## src/rtl/sb_stream_gen.sv

```systemverilog
// Stream generator: sends N counting packets plus an all-ones terminator, then checks the
// looped-back responses against the expected increment and counts mismatches.
module sb_stream_gen #(
    parameter int unsigned DW  = 256,
    parameter logic [63:0] ADD = 64'd42
) (
    input  logic          clk,
    input  logic          rst,
    input  logic          start,
    input  logic [31:0]   count,
    input  logic [31:0]   dest_cfg,
    output logic [DW-1:0] tx_data,
    output logic [31:0]   tx_dest,
    output logic          tx_last,
    output logic          tx_valid,
    input  logic          tx_ready,
    input  logic [DW-1:0] rx_data,
    input  logic [31:0]   rx_dest,
    input  logic          rx_last,
    input  logic          rx_valid,
    output logic          rx_ready,
    output logic          busy,
    output logic          done,
    output logic [31:0]   rx_count,
    output logic [31:0]   err_count
);

    typedef enum logic [2:0] {
        StIdle,
        StSend,
        StTerm,
        StWait,
        StDone
    } state_e;

    state_e      state_q, state_d;
    logic [31:0] seq_q, seq_d;
    logic [31:0] n_q, n_d;
    logic [31:0] d_q, d_d;
    logic [31:0] rx_count_q, rx_count_d;
    logic [31:0] err_count_q, err_count_d;

    logic          tx_fire;
    logic          rx_fire;
    logic          rx_is_term;
    logic [DW-1:0] rx_exp;

    // Response sideband carries no information the checker needs.
    logic unused_rx;
    assign unused_rx = ^{rx_dest, rx_last};

    always_comb begin
        tx_valid = 1'b0;
        tx_data  = '0;
        tx_dest  = '0;
        tx_last  = 1'b0;
        rx_ready = 1'b0;
        busy     = 1'b0;
        done     = 1'b0;
        case (state_q)
            StSend: begin
                tx_valid = 1'b1;
                tx_data  = {{(DW-32){1'b0}}, seq_q};
                tx_dest  = d_q;
                tx_last  = 1'b1;
                rx_ready = 1'b1;
                busy     = 1'b1;
            end
            StTerm: begin
                tx_valid = 1'b1;
                tx_data  = '1;
                tx_dest  = d_q;
                tx_last  = 1'b1;
                rx_ready = 1'b1;
                busy     = 1'b1;
            end
            StWait: begin
                rx_ready = 1'b1;
                busy     = 1'b1;
            end
            StDone: done = 1'b1;
            default: ;
        endcase
    end

    assign rx_count  = rx_count_q;
    assign err_count = err_count_q;
    assign tx_fire   = tx_valid & tx_ready;
    assign rx_fire   = rx_valid & rx_ready;

    // Expected response depends only on its index, not on what has been sent so far.
    assign rx_is_term = (rx_count_q == n_q);
    always_comb begin
        if (rx_is_term) begin
            rx_exp = {{(DW-64){1'b1}}, 64'hFFFF_FFFF_FFFF_FFFF + ADD};
        end else begin
            rx_exp = {{(DW-64){1'b0}}, {32'd0, rx_count_q} + ADD};
        end
    end

    always_comb begin
        state_d     = state_q;
        seq_d       = seq_q;
        n_d         = n_q;
        d_d         = d_q;
        rx_count_d  = rx_count_q;
        err_count_d = err_count_q;

        case (state_q)
            StIdle, StDone: begin
                if (start) begin
                    n_d         = count;
                    d_d         = dest_cfg;
                    seq_d       = '0;
                    rx_count_d  = '0;
                    err_count_d = '0;
                    state_d     = (count != 32'd0) ? StSend : StTerm;
                end
            end
            StSend: begin
                if (tx_fire) begin
                    seq_d = seq_q + 32'd1;
                    if (seq_q == n_q - 32'd1) begin
                        state_d = StTerm;
                    end
                end
            end
            StTerm: begin
                if (tx_fire) begin
                    state_d = StWait;
                end
            end
            StWait: ;
            default: state_d = StIdle;
        endcase

        // rx_ready is only high in active states, so this never overlaps a start.
        if (rx_fire) begin
            rx_count_d = rx_count_q + 32'd1;
            if ((rx_data != rx_exp) && (err_count_q != 32'hFFFF_FFFF)) begin
                err_count_d = err_count_q + 32'd1;
            end
            if (rx_is_term) begin
                state_d = StDone;
            end
        end
    end

    always_ff @(posedge clk or posedge rst) begin
        if (rst) begin
            state_q     <= StIdle;
            seq_q       <= '0;
            n_q         <= '0;
            d_q         <= '0;
            rx_count_q  <= '0;
            err_count_q <= '0;
        end else begin
            state_q     <= state_d;
            seq_q       <= seq_d;
            n_q         <= n_d;
            d_q         <= d_d;
            rx_count_q  <= rx_count_d;
            err_count_q <= err_count_d;
        end
    end

endmodule

```

## config.mk

```make
export PLATFORM = sky130hd
export DESIGN_NAME = sb_stream_gen
export DESIGN_NICKNAME = d
export VERILOG_FILES = /design/src/rtl/sb_stream_gen.sv
export SDC_FILE = /design/constraint.sdc
export NUM_CORES = 1
export LEC_CHECK = 0
export CORE_AREA = 8 8 270 272
export CTS_BUF_LIST = sky130_fd_sc_hd__clkbuf_8
export CTS_CLUSTER_DIAMETER = 60
export DETAILED_ROUTE_END_ITERATION = 10
export DIE_AREA = 0 0 278 280
export SYNTH_ARGS = -nofsm -noshare
export SYNTH_HDL_FRONTEND = slang
export SYNTH_SLANG_ARGS = --single-unit
export TNS_END_PERCENT = 10
```

## constraint.sdc

```tcl
create_clock -name clk -period 9 [get_ports clk]
set_clock_uncertainty 0.05 [all_clocks]
set_input_delay 2.7 -clock clk [delete_from_list [all_inputs] [get_ports clk]]
set_output_delay 2.7 -clock clk [all_outputs]
set_load 0.01 [all_outputs]
```

# == Yosys cells after proc, flatten, opt, wreduce, memory -nomap -nowiden ==
# Index checks and enable logic that the tools add are counted.
# classes
n_eq_ne,10
muxes,23
reduce_logical,12
n_bitwise,2
addsub,5
# ops
op,count
$pmux 256 s2,1
$mux 32,9
$mux 256,1
$ne 256x256->1,1
$add 32x1->32 const B,3
$eq 32x32->1,2
$pmux 32 s2,1
$add 32x6->33 const B,1
$ne 32x32->1 const B,1
$reduce_bool 32->1,1
$sub 32x1->32 const B,1
$mux 3,6
$pmux 3 s4,1
$eq 3x2->1 const B,2
$reduce_bool 2->1,3
$ne 2x2->1 const B,2
$reduce_and 2->1,2
$reduce_or 2->1,2
$eq 3x1->1 const B,1
$eq 3x3->1 const B,1
$logic_not 3->1,1
$mux 1,3
$reduce_and 3->1,1
$reduce_or 3->1,1
other kinds (3),4
# word_totals
word_cells,58
output_inout_bits,357
ff_bits,163

# == Longest topological paths before layout ==
# Gate-level depths: netlist of run 1.
# logic_depth
ltp_word,8
mapped_depth,16
depth_no_buf,12

# == Least setup slack after synthesis of run 1 ==
# Ideal clock, no wire load.
# synth_path
path_type,register to output
startpoint,register state_q[2]
endpoint,output tx_data[100]
slack_ps,30
path_buffers,2
path_stages_with_launch,5
t_arrival_ps,6220
path_cell_list,dfrtp_1 nand2b_1 nor2_1 clkbuf_1 buf_4
# synth_between
elab_chain_len,2
word_cells_on_any_way,3
classes_between,eq/ne (2); mux (1)
# synth_lines
element,line,source
"start, declared",36,"state_e state_q, state_d;"
"start signal, assigned",151,state_q <= StIdle;
"start signal, assigned",158,state_q <= state_d;
$eq 3x2->1 / $eq 3x1->1 (equally long branches),60,case (state_q)
$pmux 256 s2 *,60,
"end, declared",12,"output logic [DW-1:0] tx_data,"
# Mark *: on every way between the ends. The rest lies on a longest branch, timed or not.

# == Final worst setup path of run 1 ==
# layout_path
startpoint,input rx_data[207]
endpoint,"register err_count_q[28], in the netlist err_count[28]"
# layout_between
elab_chain_len,4
# layout_lines
element,line,source
"start, declared",17,"input logic [DW-1:0] rx_data,"
$ne 256x256->1,140,if ((rx_data != rx_exp) && (err_count_q != 32'hFFFF_FFFF)) begin
$logic_and 1x1->1,140,
$mux 32,140,
$mux 32,138,if (rx_fire) begin
net err_count_d[28],41,"logic [31:0] err_count_q, err_count_d;"
"end signal, assigned",163,err_count_q <= err_count_d;
"end, declared",41,
# The timed path passes the listed nets, and every way through them passes these cells.
# A chain may end at the register's enable or synchronous reset.

==> results.tsv, run 1 <==
metric	value	unit
status	complete, no violations	
internal-power	0.001664	W
synth_compound_area_frac	0.1165	
slew_headroom	0.3215	
drtIter0Drc	1174	
io_pins	715	
grt_pass1_wl	94790	microns
synth_mux_area_frac	0.01064	
path_class	primary input to flop	
fin_area	20200	sq um
drv_slew	0	
dp_hpwl	53570	microns
syn_nets	2115	
sequentialPowerShare	0.377	
ctsHoldBuffers	0	
htreeDepth	4	
grt_pass1_vias	13340	
end_kind	flop	
grt_util_all_layers	0.1615	
core	68940	sq um
p_leak	7.905	nW
fmax	151.0	MHz
power_density	136.0	nW/um^2
switching_share	0.3943	
required	9.39	ns
place_area	19740	sq um
synthSimpleGateAreaFrac	0.3126	
synth_xor_area_frac	0.09365	
p_sw	0.001083	W
yosysSeqAreaShare	0.2916	
vdd_drop_max	82.58	uV
via_count	14061	
synth.avg_cell_area	7.984	sq um
wire_per_inst	21.74	microns
initial_core_util	0.2029	
fin_util	0.2931	
synthArstFlopShare	1.000	
layout-drive-gt1-share	0.04242	
period_share	0.7356	
synth_top_family_by_area	simple AND/OR/NAND/NOR gates	
startpoint_type	primary input	
clock_power_share	0.223	
synthAdderAreaFrac	0.004472	
cts-resized-gates	0	
final_common_cell	clkdlybuf4s50_1	
clk_pin_slew_worst_paths	0.09	ns
wl	66130	microns
yosysWarnings	0	
worst-endpoint-arrival	7.01	ns
hold_viol	0	
dr.pass1.iters	7	
ant_nets	0	
setup_viol	0	
fin_nets	2495	
clk_root_buffer_cell	clkbuf_8	
cts-buffers-inserted	17	
place_congestion	0.9882	
areaGrowthSynthToFinish	44.42	%
drc	0	
dieArea	77840	sq um
grt_max_degree	130	
num_rows	97	
finalSetupTns	0	ns
cts_setup_buffers	0	
crit_fanout	30	
chipHeight	280	microns
synth_seq_cells	163	
drv_cap	0	
portBuffers	681	
clock_latency	0.57	ns
grt_overflow_total	0	
avgViaCountPerCell	4.622	
dp.cells	3004	
netlist_area	13990	sq um
netlist_instances	1752	
synth-edff-count	0	
min-delay-path-class	flop to flop	
cts_buffer_depth	2	
clock-sinks	163	
final_cell_mix	681 x clkdlybuf4s50_1, 261 x nand2_1, 163 x dfrtp_1, 114 x nor2_1, 100 x nor4_1	
die_w	278	microns
worst-slew-pin-transition	1.018	ns
synthDistinctLibCells	93	
grt_setup_unrepaired	no	
period_minus_slack	6.621	ns
p_comb_frac	0.400	
ys.flop_type	dfrtp_1	
cts_tree	built	
final_cells	3042	
antenna_found_initial	14	
## stage by stage
stage / setup WS [ns] / power, W / hold WS, ns
after floorplan: 0.02953 / 0.001671 / 0.3879
after global placement: 1.759 / 0.002156 / 0.4004
after detailed placement: 1.779 / 0.002157 / 0.4043
after CTS: 2.401 / 0.002796 / 0.4288
after global routing: 2.160 / 0.002937 / 0.4473
final: 2.379 / 0.002748 / 0.4234
## power by group through the flow
stage | clock [W] | sequential [W] | combinational [W]
final | 0.000612 | 0.00104 | 0.00110
after floorplan | 0 | 0.000946 | 0.000726
after CTS | 0.000647 | 0.00104 | 0.00111
after detailed placement | 0 | 0.00105 | 0.00110
after global placement | 0 | 0.00105 | 0.00110
after global routing | 0.000672 | 0.00106 | 0.00121
## layout make-up
cell class / count / area (sq um)
fillers: 7419 / 48730
multi-input cells: 1236 / 7557
repair buffers: 693 / 6907
flip-flops and latches: 163 / 4079
well taps: 891 / 1115
clock buffers: 17 / 234.0
clock inverters: 15 / 211.5
inverters: 21 / 83.83
diodes: 6 / 15.01
## per-layer routing
layer	share of wire	wire length, microns	GRT usage	vias to the layer above
met3	0.061	4036	0.03924	61
met2	0.47	31080	0.2564	454
met5	0	0	0	-
met1	0.45	29940	0.2199	6747
li1	-	-	-	6799
met4	0.016	1071	0.03730	0
## worst paths after layout
check | startpoint | end | slack [ns] | cells after the start
setup / recovery | rx_data[207] | err_count[28] | 2.38 | 10
hold / removal | d_q[31] | d_q[31] | 0.42 | 2
setup reg to reg | rx_count[1] | err_count[28] | 3.87 | 10
hold reg to reg | d_q[31] | d_q[31] | 0.42 | 2
max in group asynchronous | rst | n_q[3] | 4.67 | 3
min in group asynchronous | rst | d_q[8] | 2.66 | 2
## kinds of logic (layout without fill, tap and decap cells)
family | Yosys count | in the layout
other cells | 0 | 6
simple gates | 852 | 852
compound gates | 224 | 224
xor+xnor | 141 | 141
flops | 163 | 163
mux | 14 | 14
fa+ha+maj | 5 | 5
buf+inv | 353 | 746
## worst max-delay path, cell delays in order
cell and delay [ns]:
clkdlybuf4s50_1 0.44, nor4_1 0.56, nand4_1 0.15, or4_1 0.58
nor3_1 0.27, or2b_2 0.34, a2111oi_2 0.46, and4b_1 0.76
nor2_4 0.31, a311o_1 0.42
## sequential cells by signal (all words and copies together), names as in the netlist
name	cells
rx_count	32
n_q	32
state_q	3
d_q	32
err_count	32
seq_q	32
## cell usage after synthesis (4+ instances only)
cell type | number | area share
buf_6 | 13 | 0.010
mux2i_1 | 10 | 0.0072
a21oi_1 | 21 | 0.0075
inv_1 | 21 | 0.0056
nand3_1 | 87 | 0.031
a221o_1 | 22 | 0.016
or3_1 | 22 | 0.0098
dfrtp_1 | 163 | 0.29
or4_1 | 9 | 0.0048
xnor2_1 | 49 | 0.031
a31oi_1 | 5 | 0.0022
and2_1 | 9 | 0.0040
o211ai_1 | 13 | 0.0070
o31ai_1 | 14 | 0.0075
xor2_1 | 87 | 0.054
or2_2 | 7 | 0.0031
a2111oi_0 | 4 | 0.0025
nor3_1 | 35 | 0.013
nor4_1 | 100 | 0.045
nor3b_1 | 7 | 0.0038
clkbuf_8 | 7 | 0.0069
and4_1 | 4 | 0.0025
buf_4 | 233 | 0.13
nand4b_1 | 4 | 0.0025
or2_0 | 4 | 0.0018
a21o_1 | 36 | 0.019
nor2_1 | 116 | 0.031
clkbuf_1 | 65 | 0.017
nand2b_1 | 5 | 0.0022
nand3b_1 | 6 | 0.0032
nor2b_1 | 39 | 0.017
a211oi_1 | 8 | 0.0043
and3_2 | 4 | 0.0021
nor4b_1 | 6 | 0.0038
nand2_1 | 262 | 0.070
and3_1 | 8 | 0.0036
nand4_1 | 98 | 0.044
o21ai_0 | 49 | 0.018
a21boi_0 | 5 | 0.0027
ha_1 | 5 | 0.0045
buf_2 | 11 | 0.0039
Power figures use the tool's default switching activity.
==> inputs of run 2 (changes only) <==
==> constraint.sdc (replaced) <==
create_clock -name clk -period 5.4 [get_ports clk]
set_clock_uncertainty 0.05 [all_clocks]
set_input_delay 1.62 -clock clk [delete_from_list [all_inputs] [get_ports clk]]
set_output_delay 1.62 -clock clk [all_outputs]
set_load 0.01 [all_outputs]
==> run 2 against run 1 <==
Against the previous run:
- final area increased by 0.99%
- total power increased by 65%
- routed wire length decreased by 1.4%
- non-clock buffer count increased by 23
- count of clock-buffer cells in the layout unchanged
- core utilization increased by 0.29 points
- worst hold slack got worse by 0.0031 ns
- largest cell class unchanged
- highest routed layer unchanged
==> results.tsv, run 2 (synthesized netlist as in run 1, its figures left out) <==
metric	value	unit	change
status	complete, no violations		unchanged
fillCellCount	7305		was 7,419
seq_area	4079	sq um	unchanged
ant_nets	0		unchanged
grt_overflow_total	0		unchanged
drc	0		unchanged
dieArea	77840	sq um	unchanged
areaGrowthSynthToFinish	45.85	%	was 44.42%
hold_viol	0		unchanged
final_common_cell	clkdlybuf4s50_1		unchanged
layout-drive-gt1-share	0.05258		was 0.04242
grt_setup_unrepaired	no		unchanged
internal-power	0.002773	W	was 0.001664 W
cts_setup_buffers	0		unchanged
dp_hpwl	53420	microns	was 53,570 microns
setup_viol	0		unchanged
end_kind	flop		unchanged
r2r_setup_slack	0.93	ns	was 3.87 ns
fin_nets	2518		was 2,495
period_minus_slack	4.924	ns	
preCtsSetupSlack	-0.1328	ns	was 1.779 ns
p_comb_frac	0.408		was 0.400
worst-endpoint-arrival	5.31	ns	was 7.01 ns
antenna_found_initial	13		was 14
required	5.79	ns	was 9.39 ns
vdd_drop_max	130.0	uV	was 82.58 uV
core	68940	sq um	unchanged
path_class	primary input to flop		unchanged
io_pins	715		unchanged
slew_headroom	0.2207		was 0.3215
num_rows	97		unchanged
p_sw	0.001759	W	was 0.001083 W
p_leak	8.031	nW	was 7.905 nW
cts_tree	built		unchanged
cts_buffer_depth	2		unchanged
hold_start	d_q[28]		was d_q[31]
dr.pass1.iters	5		was 7
hold_end	d_q[28]		was d_q[31]
htreeDepth	4		unchanged
worst-slew-pin-transition	1.168	ns	was 1.018 ns
crit_fanout	30		unchanged
via_count	14086		was 14,061
grt_pass1_wl	93050	microns	was 94,790 microns
startpoint_type	primary input		unchanged
clk_pin_slew_worst_paths	0.10	ns	was 0.09 ns
place_area	19990	sq um	was 19,740 sq um
place_congestion	0.8992		was 0.9882
clock-sinks	163		unchanged
min-delay-path-class	flop to flop		unchanged
portBuffers	681		unchanged
drv_cap	0		unchanged
period_share	0.9118		
worstReg2RegStart	rx_count[1]		unchanged
clock_power_share	0.214		was 0.223
fin_area	20400	sq um	was 20,200 sq um
r2r_end	err_count[31]		was err_count[28]
r2r_cells	14		was 10
clk_root_buffer_cell	clkbuf_8		unchanged
avgViaCountPerCell	4.597		was 4.622
ctsHoldBuffers	0		unchanged
fmax	203.1	MHz	
wire_per_inst	21.27	microns	was 21.74 microns
die_w	278	microns	unchanged
drtIter0Drc	1097		was 1,174
switching_share	0.3881		was 0.3943
setup_slack	0.4762	ns	was 2.379 ns
multi_input_area	7557	sq um	unchanged
min_path_cells	2		unchanged
fin_util	0.2960		was 0.2931
cts-resized-gates	0		unchanged
grt_max_degree	257		was 130
wl	65180	microns	was 66,130 microns
initial_core_util	0.2029		unchanged
clock_latency	0.55	ns	was 0.57 ns
cts-buffers-inserted	17		unchanged
final_cell_mix	681 x clkdlybuf4s50_1, 261 x nand2_1, 163 x dfrtp_1, 114 x nor2_1, 100 x nor4_1		unchanged
grt_pass1_vias	13590		was 13,340
sequentialPowerShare	0.378		was 0.377
grt_util_all_layers	0.1582		was 0.1615
drv_slew	0		unchanged
chipHeight	280	microns	unchanged
power_density	222.1	nW/um^2	was 136.0 nW/um^2
==> run 2: changes by cell type in the layout (fill, tap and decap cells not counted), sizes merged <==
cell / change
diode: -1
buf: +23
inv: +2
clkinv: -1
clkinvlp: -1
==> run 2: cell type report <==
type	count	share of cell area
timing repair buffer	716	0.3507
inverter	21	0.004109
antenna	5	0.0006133
tap	891	0.05464
clock buffer	17	0.01147
multi-input combinational	1236	0.3704
clock inverter	15	0.008157
sequential	163	0.1999
==> run 2: worst max path at each step <==
stage / from / to / slack (ns) / cells after the start
4_1_cts: rx_data[207] / err_count[28] / 0.47 / 12
3_5_place_dp: rx_data[207] / err_count[28] / -0.13 / 12
2_1_floorplan: rst / d_q[0] / -0.67 / 1
6_report: rx_data[207] / err_count[28] / 0.48 / 12
3_3_place_gp: rx_data[207] / err_count[28] / -0.18 / 12
5_1_grt: rx_data[209] / err_count[15] / 0.25 / 12
==> run 2: critical path, cell delays in order <==
cell             delay [ns]
clkdlybuf4s50_1        0.44
nor4_1                 0.33
buf_4                  0.18
nand4_1                0.10
or4_1                  0.52
nor3_1                 0.28
or2b_2                 0.34
a2111oi_2              0.46
and4b_1                0.31
buf_12                 0.16
nor2_4                 0.14
a311o_1                0.40
==> run 2: power by group through the flow <==
stage                     Sequential (W)  Combinational, W  Clock (W)
after floorplan                  0.00158           0.00117          0
after global placement           0.00173           0.00185          0
after detailed placement         0.00174           0.00186          0
after CTS                        0.00172           0.00187    0.00101
after global routing             0.00175           0.00204    0.00106
final                            0.00171           0.00185   0.000968
==> run 2: metal layers <==
| layer | vias to the layer above | global-route usage | share of wire |
|---|---|---|---|
| met5 | - | 0 | 0 |
| met4 | 0 | 0.02901 | 0.012 |
| met3 | 58 | 0.04398 | 0.078 |
| met2 | 466 | 0.2588 | 0.48 |
| met1 | 6712 | 0.2087 | 0.43 |
| li1 | 6850 | - | - |
==> run 2: stage by stage <==
stage / instances / TNS [ns] / total power, W / hold WS (ns)
global route: 3061 / 0 / 0.004844 / 0.4432
finish: 3064 / 0 / 0.004531 / 0.4203
global placement: 3027 / -3.807 / 0.003588 / 0.3995
floorplan: 1752 / -110.02 / 0.002748 / 0.3879
detailed placement: 3027 / -2.634 / 0.003601 / 0.4041
CTS: 3059 / 0 / 0.004602 / 0.4261
